[src/rtl/vreg_agu_pkg.sv]
// ---------------------------------------------------------------------------
// vreg_agu_pkg
// Shared definitions for the vector register-group address generator:
//   - vlmul encodings for the integral group sizes (4..7 are reserved or
//     fractional and always yield a single-beat group)
//   - MAX_BEATS / BEAT_W: largest group and width of the beat index
//   - state_t: sequencer state
//   - req_t: one request record (vlmul, packed group indices, enables)
//     sized for the default configuration
// Ports: none (package).
// ---------------------------------------------------------------------------
package vreg_agu_pkg;

   localparam int AGU_ADDR_WIDTH = 5;
   localparam int AGU_NUM_OPS    = 3;

   localparam logic [2:0] VLMUL_M1 = 3'd0;
   localparam logic [2:0] VLMUL_M2 = 3'd1;
   localparam logic [2:0] VLMUL_M4 = 3'd2;
   localparam logic [2:0] VLMUL_M8 = 3'd3;

   localparam int MAX_BEATS = 8;
   localparam int BEAT_W    = $clog2(MAX_BEATS);

   typedef enum logic {
      IDLE = 1'b0,
      BUSY = 1'b1
   } state_t;

   typedef struct packed {
      logic [2:0]                              vlmul;
      logic [AGU_NUM_OPS*AGU_ADDR_WIDTH-1:0]   addr;
      logic [AGU_NUM_OPS-1:0]                  op_en;
   } req_t;

endpackage

[src/rtl/vreg_group_agu_if.sv]
// ---------------------------------------------------------------------------
// vreg_group_agu_if
// Request and beat streams of the register-group address generator.
//   master : instruction decode / VRF side (offers requests, sinks beats)
//   slave  : the address generator itself
// Signals:
//   req_valid/req_ready  request handshake
//   req_vlmul            vlmul encoding of the request
//   req_addr             group index per channel, channel i at [i*AW +: AW]
//   req_op_en            per-channel enable
//   out_valid/out_ready  beat handshake
//   out_addr             physical register per channel, same packing
//   out_op_en            enables latched for the active group
//   out_beat/out_last    beat index and final-beat flag
//   idle                 no active group and nothing pending
// ---------------------------------------------------------------------------
interface vreg_group_agu_if #(
   parameter int ADDR_WIDTH = 5,
   parameter int NUM_OPS    = 3
);
   logic                           req_valid;
   logic                           req_ready;
   logic [2:0]                     req_vlmul;
   logic [NUM_OPS*ADDR_WIDTH-1:0]  req_addr;
   logic [NUM_OPS-1:0]             req_op_en;
   logic                           out_valid;
   logic                           out_ready;
   logic [NUM_OPS*ADDR_WIDTH-1:0]  out_addr;
   logic [NUM_OPS-1:0]             out_op_en;
   logic [2:0]                     out_beat;
   logic                           out_last;
   logic                           idle;

   modport master (
      output req_valid, req_vlmul, req_addr, req_op_en, out_ready,
      input  req_ready, out_valid, out_addr, out_op_en, out_beat, out_last, idle
   );

   modport slave (
      input  req_valid, req_vlmul, req_addr, req_op_en, out_ready,
      output req_ready, out_valid, out_addr, out_op_en, out_beat, out_last, idle
   );
endinterface

[src/rtl/vreg_agu_group_calc.sv]
// ---------------------------------------------------------------------------
// vreg_agu_group_calc
// Combinational group geometry for one operand channel.
//   vlmul    in   vlmul encoding
//   addr     in   register-group index
//   base     out  first physical register of the group
//   last_idx out  index of the final beat (beats - 1)
// Integral vlmul scales the index by the group size and wraps within the
// register file; reserved/fractional encodings use the index as-is with a
// single beat.
// ---------------------------------------------------------------------------
module vreg_agu_group_calc
   import vreg_agu_pkg::*;
#(
   parameter int ADDR_WIDTH = 5
) (
   input  logic [2:0]            vlmul,
   input  logic [ADDR_WIDTH-1:0] addr,
   output logic [ADDR_WIDTH-1:0] base,
   output logic [BEAT_W-1:0]     last_idx
);

   always_comb begin
      base     = addr;
      last_idx = '0;
      if (vlmul <= VLMUL_M8) begin
         base     = addr << vlmul[1:0];
         last_idx = BEAT_W'((32'd1 << vlmul[1:0]) - 32'd1);
      end
   end

endmodule

[src/rtl/vreg_group_agu.sv]
// ---------------------------------------------------------------------------
// vreg_group_agu
// Multi-operand vector register-group address generator. Accepts one
// request (vlmul + per-channel group index + enables) and emits one beat per
// physical register of the group, all channels in lockstep.
// Ports:
//   clk    rising-edge clock
//   rst    asynchronous active-low reset
//   flush  synchronous abort of the active group and any pending request
//   bus    vreg_group_agu_if.slave (request and beat streams, idle)
// Build option: define VREG_AGU_PENDING_EN for a one-entry pending slot,
// which makes req_ready independent of out_ready.
// ---------------------------------------------------------------------------
module vreg_group_agu
   import vreg_agu_pkg::*;
#(
   parameter int ADDR_WIDTH = AGU_ADDR_WIDTH,
   parameter int NUM_OPS    = AGU_NUM_OPS
) (
   input  logic                clk,
   input  logic                rst,
   input  logic                flush,
   vreg_group_agu_if.slave     bus
);

   localparam int AW_ALL = NUM_OPS * ADDR_WIDTH;

   typedef struct packed {
      logic [2:0]          vlmul;
      logic [AW_ALL-1:0]   addr;
      logic [NUM_OPS-1:0]  op_en;
   } slot_t;

   state_t               state_reg;
   logic [BEAT_W-1:0]    beat_reg;
   logic [BEAT_W-1:0]    last_idx_reg;
   logic                 last_reg;
   logic [AW_ALL-1:0]    addr_reg;
   logic [NUM_OPS-1:0]   op_en_reg;

   logic                 busy;
   logic                 out_fire;
   logic                 last_fire;
   logic                 accept;
   logic                 load_active;
   slot_t                req_in;
   slot_t                load_src;
   logic [AW_ALL-1:0]    load_addr;
   logic [AW_ALL-1:0]    inc_addr;
   logic [BEAT_W-1:0]    load_last_idx;

   assign busy      = (state_reg == BUSY);
   assign out_fire  = busy & bus.out_ready;
   assign last_fire = out_fire & last_reg;
   assign accept    = bus.req_valid & bus.req_ready;
   assign req_in    = {bus.req_vlmul, bus.req_addr, bus.req_op_en};

   // Per-channel group geometry for the request about to be loaded, and the
   // next address of the active group. Disabled channels stay at zero.
   genvar gi;
   generate
      for (gi = 0; gi < NUM_OPS; gi++) begin : g_chan
         logic [ADDR_WIDTH-1:0] calc_base;
         logic [BEAT_W-1:0]     calc_last_idx;

         vreg_agu_group_calc #(
            .ADDR_WIDTH (ADDR_WIDTH)
         ) u_calc (
            .vlmul    (load_src.vlmul),
            .addr     (load_src.addr[gi*ADDR_WIDTH +: ADDR_WIDTH]),
            .base     (calc_base),
            .last_idx (calc_last_idx)
         );

         assign load_addr[gi*ADDR_WIDTH +: ADDR_WIDTH] =
            load_src.op_en[gi] ? calc_base : '0;
         assign inc_addr[gi*ADDR_WIDTH +: ADDR_WIDTH] =
            op_en_reg[gi] ? addr_reg[gi*ADDR_WIDTH +: ADDR_WIDTH] + 1'b1 : '0;

         // All channels share vlmul, so channel 0 alone sets the beat count.
         if (gi == 0) begin : g_count
            assign load_last_idx = calc_last_idx;
         end else begin : g_nocount
            logic unused_calc_last;
            assign unused_calc_last = ^calc_last_idx;
         end
      end
   endgenerate

`ifdef VREG_AGU_PENDING_EN
   logic  pend_valid_reg;
   slot_t pend_reg;

   assign bus.req_ready = ~pend_valid_reg & ~flush;
   // The pending entry is older than anything on the request port, and the
   // port cannot accept while it is full, so it takes priority for loading.
   assign load_src      = pend_valid_reg ? pend_reg : req_in;
   assign load_active   = ~flush & ((~busy & accept) |
                                    (last_fire & (pend_valid_reg | accept)));
   assign bus.idle      = ~busy & ~pend_valid_reg;

   always_ff @(posedge clk or negedge rst) begin
      if (!rst) begin
         pend_valid_reg <= 1'b0;
         pend_reg       <= '0;
      end else if (flush) begin
         pend_valid_reg <= 1'b0;
      end else if (last_fire & pend_valid_reg) begin
         pend_valid_reg <= 1'b0;
      end else if (accept & busy & ~last_fire) begin
         pend_valid_reg <= 1'b1;
         pend_reg       <= req_in;
      end
   end
`else
   // Without a slot the port only opens when the active group is finishing
   // this cycle, hence the combinational path from out_ready.
   assign bus.req_ready = ~flush & (~busy | (last_reg & bus.out_ready));
   assign load_src      = req_in;
   assign load_active   = accept;
   assign bus.idle      = ~busy;
`endif

   always_ff @(posedge clk or negedge rst) begin
      if (!rst) begin
         state_reg    <= IDLE;
         beat_reg     <= '0;
         last_idx_reg <= '0;
         last_reg     <= 1'b0;
         addr_reg     <= '0;
         op_en_reg    <= '0;
      end else if (flush) begin
         state_reg <= IDLE;
      end else if (load_active) begin
         state_reg    <= BUSY;
         beat_reg     <= '0;
         last_idx_reg <= load_last_idx;
         last_reg     <= (load_last_idx == '0);
         addr_reg     <= load_addr;
         op_en_reg    <= load_src.op_en;
      end else if (last_fire) begin
         state_reg <= IDLE;
      end else if (out_fire) begin
         beat_reg <= beat_reg + BEAT_W'(1);
         last_reg <= ((beat_reg + BEAT_W'(1)) == last_idx_reg);
         addr_reg <= inc_addr;
      end
   end

   assign bus.out_valid = busy;
   assign bus.out_addr  = addr_reg;
   assign bus.out_op_en = op_en_reg;
   assign bus.out_beat  = 3'(beat_reg);
   assign bus.out_last  = last_reg;

endmodule

[src/flat_wrapper.sv]
// flat-port wrapper written by rule: the top's interface ports become plain ports
module vreg_group_agu_flat import vreg_agu_pkg::*;
#(
   parameter int ADDR_WIDTH = AGU_ADDR_WIDTH,
   parameter int NUM_OPS    = AGU_NUM_OPS
)
  (clk, rst, flush, bus_req_valid, bus_req_vlmul, bus_req_addr, bus_req_op_en, bus_out_ready, bus_req_ready, bus_out_valid, bus_out_addr, bus_out_op_en, bus_out_beat, bus_out_last, bus_idle);
  vreg_group_agu_if #(.ADDR_WIDTH(ADDR_WIDTH), .NUM_OPS(NUM_OPS)) bus_i ();
  input  logic clk;
  input  logic rst;
  input  logic flush;
  input wire logic [$bits(bus_i.req_valid)-1:0] bus_req_valid;
  input wire logic [$bits(bus_i.req_vlmul)-1:0] bus_req_vlmul;
  input wire logic [$bits(bus_i.req_addr)-1:0] bus_req_addr;
  input wire logic [$bits(bus_i.req_op_en)-1:0] bus_req_op_en;
  input wire logic [$bits(bus_i.out_ready)-1:0] bus_out_ready;
  output wire logic [$bits(bus_i.req_ready)-1:0] bus_req_ready;
  output wire logic [$bits(bus_i.out_valid)-1:0] bus_out_valid;
  output wire logic [$bits(bus_i.out_addr)-1:0] bus_out_addr;
  output wire logic [$bits(bus_i.out_op_en)-1:0] bus_out_op_en;
  output wire logic [$bits(bus_i.out_beat)-1:0] bus_out_beat;
  output wire logic [$bits(bus_i.out_last)-1:0] bus_out_last;
  output wire logic [$bits(bus_i.idle)-1:0] bus_idle;
  assign bus_i.req_valid = bus_req_valid;
  assign bus_i.req_vlmul = bus_req_vlmul;
  assign bus_i.req_addr = bus_req_addr;
  assign bus_i.req_op_en = bus_req_op_en;
  assign bus_i.out_ready = bus_out_ready;
  assign bus_req_ready = bus_i.req_ready;
  assign bus_out_valid = bus_i.out_valid;
  assign bus_out_addr = bus_i.out_addr;
  assign bus_out_op_en = bus_i.out_op_en;
  assign bus_out_beat = bus_i.out_beat;
  assign bus_out_last = bus_i.out_last;
  assign bus_idle = bus_i.idle;
  vreg_group_agu #(.ADDR_WIDTH(ADDR_WIDTH), .NUM_OPS(NUM_OPS)) u_core (.clk(clk), .rst(rst), .flush(flush), .bus(bus_i));
endmodule
[config.mk]
export PLATFORM = sky130hd
export DESIGN_NAME = vreg_group_agu_flat
export DESIGN_NICKNAME = d
export VERILOG_FILES = /design/src/rtl/vreg_agu_pkg.sv /design/src/rtl/vreg_group_agu_if.sv /design/src/rtl/vreg_agu_group_calc.sv /design/src/rtl/vreg_group_agu.sv /design/src/flat_wrapper.sv
export SDC_FILE = /design/constraint.sdc
export NUM_CORES = 1
export LEC_CHECK = 0
export ABC_AREA = 1
export CORE_UTILIZATION = 44
export DETAILED_ROUTE_END_ITERATION = 12
export GPL_ROUTABILITY_DRIVEN = 0
export PLACE_DENSITY = 0.77
export SETUP_SLACK_MARGIN = 0.1
export SLEW_MARGIN = 20
export SYNTH_ARGS = -nofsm -noshare
export SYNTH_HDL_FRONTEND = slang
export SYNTH_SLANG_ARGS = --single-unit
[constraint.sdc]
create_clock -name clk -period 1.1 [get_ports clk]
set_input_delay 0.33 -clock clk [delete_from_list [all_inputs] [get_ports clk]]
set_output_delay 0.33 -clock clk [all_outputs]
set_load 0.02 [all_outputs]
# Yosys cells after proc, flatten, opt, wreduce, memory -nomap -nowiden
# Cells that the tools add are included.
# op_classes
add_sub_neg	5
n_lt_le_gt_ge	1
eq_ne	2
shifts	4
muxes	22
bitwise_logic	8
n_reduce_logical	5
# ops
cell	count
$mux W15	3
$mux W5	9
$add A5 B1 Y5 const B	3
$shl A5 B2 Y5	3
$mux W3	4
$mux W1	6
$and A1 B1 Y1	5
$add A3 B1 Y3 const B	1
$eq A3 B3 Y1	1
$le A3 B2 Y1 const B	1
$logic_not A3 Y1	1
$reduce_and A3 Y1	1
$reduce_bool A3 Y1	1
$shl A1 B2 Y3 const A	1
$sub A3 B1 Y3 const B	1
$ne A2 B2 Y1 const B	1
$not A1 Y1	2
$reduce_and A2 Y1	1
$reduce_bool A2 Y1	1
$or A1 B1 Y1	1
# totals
register_bits	26
input_bits	26
output_inout_bits	25
wordCells	53

# Longest topological paths before layout
# depth
word_depth	6
mapped_depth	9
depth_no_buf	9

# Hierarchy
# From an unflattened synthesis, not the netlist that was laid out.
# hier_totals
hier_cells	327
area_unflattened_um2	2053.2
# by_module_without_submodules
module	n_inst	cells_each	area_per_inst_um2	seq_area_each_um2
vreg_group_agu	1	222	1610.3	650.6
vreg_agu_group_calc	3	35	147.6	0.0

# Least setup slack after synthesis
# Ideal clock, no wire load.
# synth_timing
path_kind	flip-flop to output port
startpoint	reg u_core.last_reg (netlist: u_core.bus.out_last)
endpoint	out bus_req_ready
t_arrival_ns	1.017
t_required_ns	0.770
path_slack_ns	-0.247
path_stages_with_launch	5
n_path_buf	0
path_cell_list	dfrtp_1 > nand2_2 > nand2_4 > inv_1 > nor2_1
# synth_via
elab_chain_cells	3
# synth_lines
element	line_no	rtl
start, declared	vreg_group_agu.sv:37	logic last_reg;
start signal, assigned	vreg_group_agu.sv:138	last_reg <= (load_last_idx == '0);
start signal, assigned	vreg_group_agu.sv:145	last_reg <= ((beat_reg + BEAT_W'(1)) == last_idx_reg);
$and A1 B1 Y1	vreg_group_agu.sv:118	assign bus.req_ready = ~flush & (~busy | (last_reg & bus.out_ready));
$or A1 B1 Y1	vreg_group_agu.sv:118	
$and A1 B1 Y1	vreg_group_agu.sv:118	
end, declared	flat_wrapper.sv:17	output wire logic [$bits(bus_i.req_ready)-1:0] bus_req_ready;
# Every way passes these cells.

# Worst setup path in the final report
# layout_timing
startpoint	reg u_core.last_reg (netlist: u_core.bus.out_last)
endpoint	reg u_core.addr_reg[11] (netlist: u_core.bus.out_addr[11])
# layout_via
elab_chain_cells	6
elab_cells_between_ends	9
classes_between	eq/ne (1); mux (1); bitwise (5); reduce/logical (2)
# layout_lines
element	line_no	rtl
$and A1 B1 Y1	vreg_group_agu.sv:118	
$or A1 B1 Y1	vreg_group_agu.sv:118	
$and A1 B1 Y1	vreg_group_agu.sv:118	
$and A1 B1 Y1	vreg_group_agu.sv:55	assign accept = bus.req_valid & bus.req_ready;
$ne A2 B2 Y1 (no line) or $reduce_bool A2 Y1 (tied branches)	n/a	
$reduce_and A3 Y1 (no line)	n/a	
end signal, assigned	vreg_group_agu.sv:139	addr_reg <= load_addr;
end signal, assigned	vreg_group_agu.sv:146	addr_reg <= inc_addr;
end, declared	vreg_group_agu.sv:38	logic [AW_ALL-1:0] addr_reg;
# Parallel ways exist; a longest one is shown, timed or not.
# A chain may end at the register's enable or synchronous reset.

==> flow_metrics.env <==
export IMPL_io_pins=51
export IMPL_dp_slack_ns=-0.9223
export IMPL_num_rows=23
export IMPL_path_clk_slew_ns=0.09
export IMPL_worstPathCellList="nand2_4 > buf_4 > nand4_4 > buf_4 > o21ai_0 > a21oi_2"
export IMPL_clock_skew_final_ns=0.004374
export IMPL_clock_sinks=26
export IMPL_utilization_pct=81.69
export IMPL_diodes=0
export IMPL_core_region_area_sq_um=4086
export IMPL_ys_seq_area_share_pct=34.26
export IMPL_largest_reg_flops=15
export IMPL_root_buffer="clkbuf_8"
export IMPL_path_delay_family="flip-flops"
export IMPL_grt_antenna_before_repair=0
export IMPL_grt_use_met2_pct=53.84
export IMPL_setup_viol=51
export IMPL_start_util_pct=46.48
export IMPL_yosys_area_share_simple_pct=40.25
export IMPL_holdWs_ns=0.4061
export IMPL_max_freq_ghz=0.6490
export IMPL_slew_headroom_pct=75.57
export IMPL_n_fill_cell=251
export IMPL_crit_top_cell="buf_4"
export IMPL_ys_ff_latch=26
export IMPL_max_cap_violations=0
export IMPL_failed_checks="negative setup slack"
export IMPL_portBuffers=50
export IMPL_ff2ff_path_depth=6
export IMPL_synth_top_area_share_pct=34.26
export IMPL_grt_pass1_wl_mm=10.55
export IMPL_h_tree_depth=1
export IMPL_slowest_delay_ns=0.44
export IMPL_dieArea_sq_um=4583
export IMPL_synthAdderAreaFrac_pct=2.635
export IMPL_syn_area_per_cell_sq_um=6.711
export IMPL_multi_input_area_sq_um=1246
export IMPL_vias_per_cell=5.680
export IMPL_numCtsBuffers=3
export IMPL_cts_hold_buf=0
export IMPL_num_vias=2539
export IMPL_status="finished, violations left"
export IMPL_synth_cell_types=26
export IMPL_gr_usage_met3_pct=4.054
export IMPL_drt_iter0_markers=235
export IMPL_first_pass_iters=7
export IMPL_synth_compound_area_share_pct=8.432
export IMPL_busiest_layer="met2"
export IMPL_synthesis_area_sq_um=1899
export IMPL_fin_nets=429
export IMPL_worstPathMaxFanout=9
export IMPL_drive_gt1_share_pct=40.81
export IMPL_fin_ws_ns=-0.4409
export IMPL_synth_top_family_by_area="simple AND/OR/NAND/NOR gates"
export IMPL_cpMaxStageDelayCell="dfrtp_2"
export IMPL_tightest_slew_ns=0.3626
export IMPL_die_w_um=67.70
export IMPL_groute_usage_overall_pct=31.14
export IMPL_arrival_ns=1.68
export IMPL_synth_area_leaders="dfrtp_1, nand2_1, nand3_1"
export IMPL_power_leakage_nw=1.716
export IMPL_critPathBufInv=2
export IMPL_worstReg2RegEnd="u_core.bus.out_addr[11]"
export IMPL_cp_start_kind="flip-flop"
export IMPL_hpwl_mm=4.235
export IMPL_area_growth_pct=75.76
export IMPL_fin_crit_ns=1.541
export IMPL_period_share_pct=140.1
export IMPL_ant_nets=0
export IMPL_drv_slew=0
export IMPL_grt_max_degree=27
export IMPL_grt_pass1_vias=2275
export IMPL_hold_path_class="in2async"
export IMPL_finalWirelength_mm=7.329
export IMPL_pwr_density_cell_nw_per_um2=1816
export IMPL_wl_per_cell_um=16.40
export IMPL_r2r_start="u_core.bus.out_last"
export IMPL_reg2reg_slack_ns=-0.44
export IMPL_required_ns=1.24
export IMPL_die_h_um=67.70
export IMPL_synthMuxAreaShare_pct=0
export IMPL_cts_buffer_depth=2
export IMPL_rsz0062_at_grt="true"
export IMPL_end_kind="flip-flop"
export IMPL_synth_xor_area_share_pct=4.150
export IMPL_synth_fp_nets=313
export IMPL_power_w=0.006063
export IMPL_grt_overflow_total=0
export IMPL_drc=0
export IMPL_worst_ir_drop_vdd_v=0.001054
export IMPL_synth_warning_count=0
export IMPL_clock_latency_ns=0.27
export IMPL_seq_area_sq_um=663.1
export IMPL_hold_viol=0
export IMPL_grtUsageMet1_pct=37.50
export IMPL_netlist_instances=283
export IMPL_yosysTopAreaCell="dfrtp_1"
export IMPL_cts_tree="yes"
export IMPL_critical_path_class="reg2reg"
[cells in the final DEF, fill, tap and decap left out, drive strengths merged]
master,instances
clkbuf,4
xnor2,7
dlygate4sd2,5
clkdlybuf4s50,19
nand2,94
inv,36
clkinv,1
xor2,2
nor3,2
a21oi,9
ha,4
dfrtp,26
or2,4
o21ai,21
nand3,34
buf,92
dlymetal6s2s,1
nand4,11
o22ai,1
nor2,24
[kinds of logic (layout without fill, tap and decap cells)]
family | count (synthesis) | count (layout)
flops | 26 | 26
fa+ha+maj | 4 | 4
xor+xnor | 9 | 9
simple gates | 169 | 169
buf+inv | 44 | 158
compound gates | 31 | 31
[power by group]
part	switching, W	internal [W]
logic	0.00199	0.00197
clock network	0.000307	0.000246
registers	0.000274	0.00128
total	0.00257	0.00349
[routing by layer]
metal  part of all wire, %  vias up
li1                      -     1143
met2                    48      184
met5                     0        -
met3                   8.8       60
met1                    36     1152
met4                   6.9        0
[metrics by stage]
stage	instances	TNS [ns]	cell area [sq um]
after floorplan	283	-1.964	1946
after global placement	428	-21.68	2855
after detailed placement	428	-23.06	2855
after CTS	442	-8.119	3211
after global routing	447	-10.57	3338
final	447	-9.033	3338
[synthesized netlist by cell type]
cell type,instances
or2_2,4
nand2_2,1
nand3_1,33
buf_2,3
buf_8,1
nor2_1,23
nand4_1,10
nand3_4,1
o21ai_0,20
nor2_2,1
inv_1,34
buf_4,2
inv_2,2
nand2_1,91
ha_1,4
nand4_4,1
xnor2_1,7
nor3_1,2
dfrtp_1,26
buf_6,1
clkinv_1,1
o21ai_2,1
a21oi_1,9
xor2_1,2
o22ai_1,1
nand2_4,2
[worst max path at each step]
stage | to | start | slack, ns | cells past startpoint
after floorplan | u_core.bus.out_addr[0] | u_core.bus.out_last | -0.15 | 8
after detailed placement | bus_req_ready | bus_out_ready | -0.92 | 6
after global placement | bus_req_ready | bus_out_ready | -0.90 | 6
final | u_core.bus.out_addr[11] | u_core.bus.out_last | -0.44 | 6
after CTS | u_core.bus.out_addr[12] | u_core.bus.out_last | -0.30 | 9
after global routing | u_core.bus.out_addr[11] | u_core.bus.out_last | -0.44 | 6
[cell type report]
type | instances | share of cell area (%)
timing repair buffer | 118 | 34.93
sequential | 26 | 19.87
multi-input combinational | 213 | 37.33
clock buffer | 3 | 1.237
tap | 50 | 1.874
inverter | 37 | 4.760
[repair_timing]
item                       4_1_cts  5_1_grt
buffers inserted                 9        6
gates cloned                     3        1
pin swaps                        9       22
setup endpoints to repair       51       51
resized for setup              202       36
Note: power is estimated with default switching activity, not from simulation.
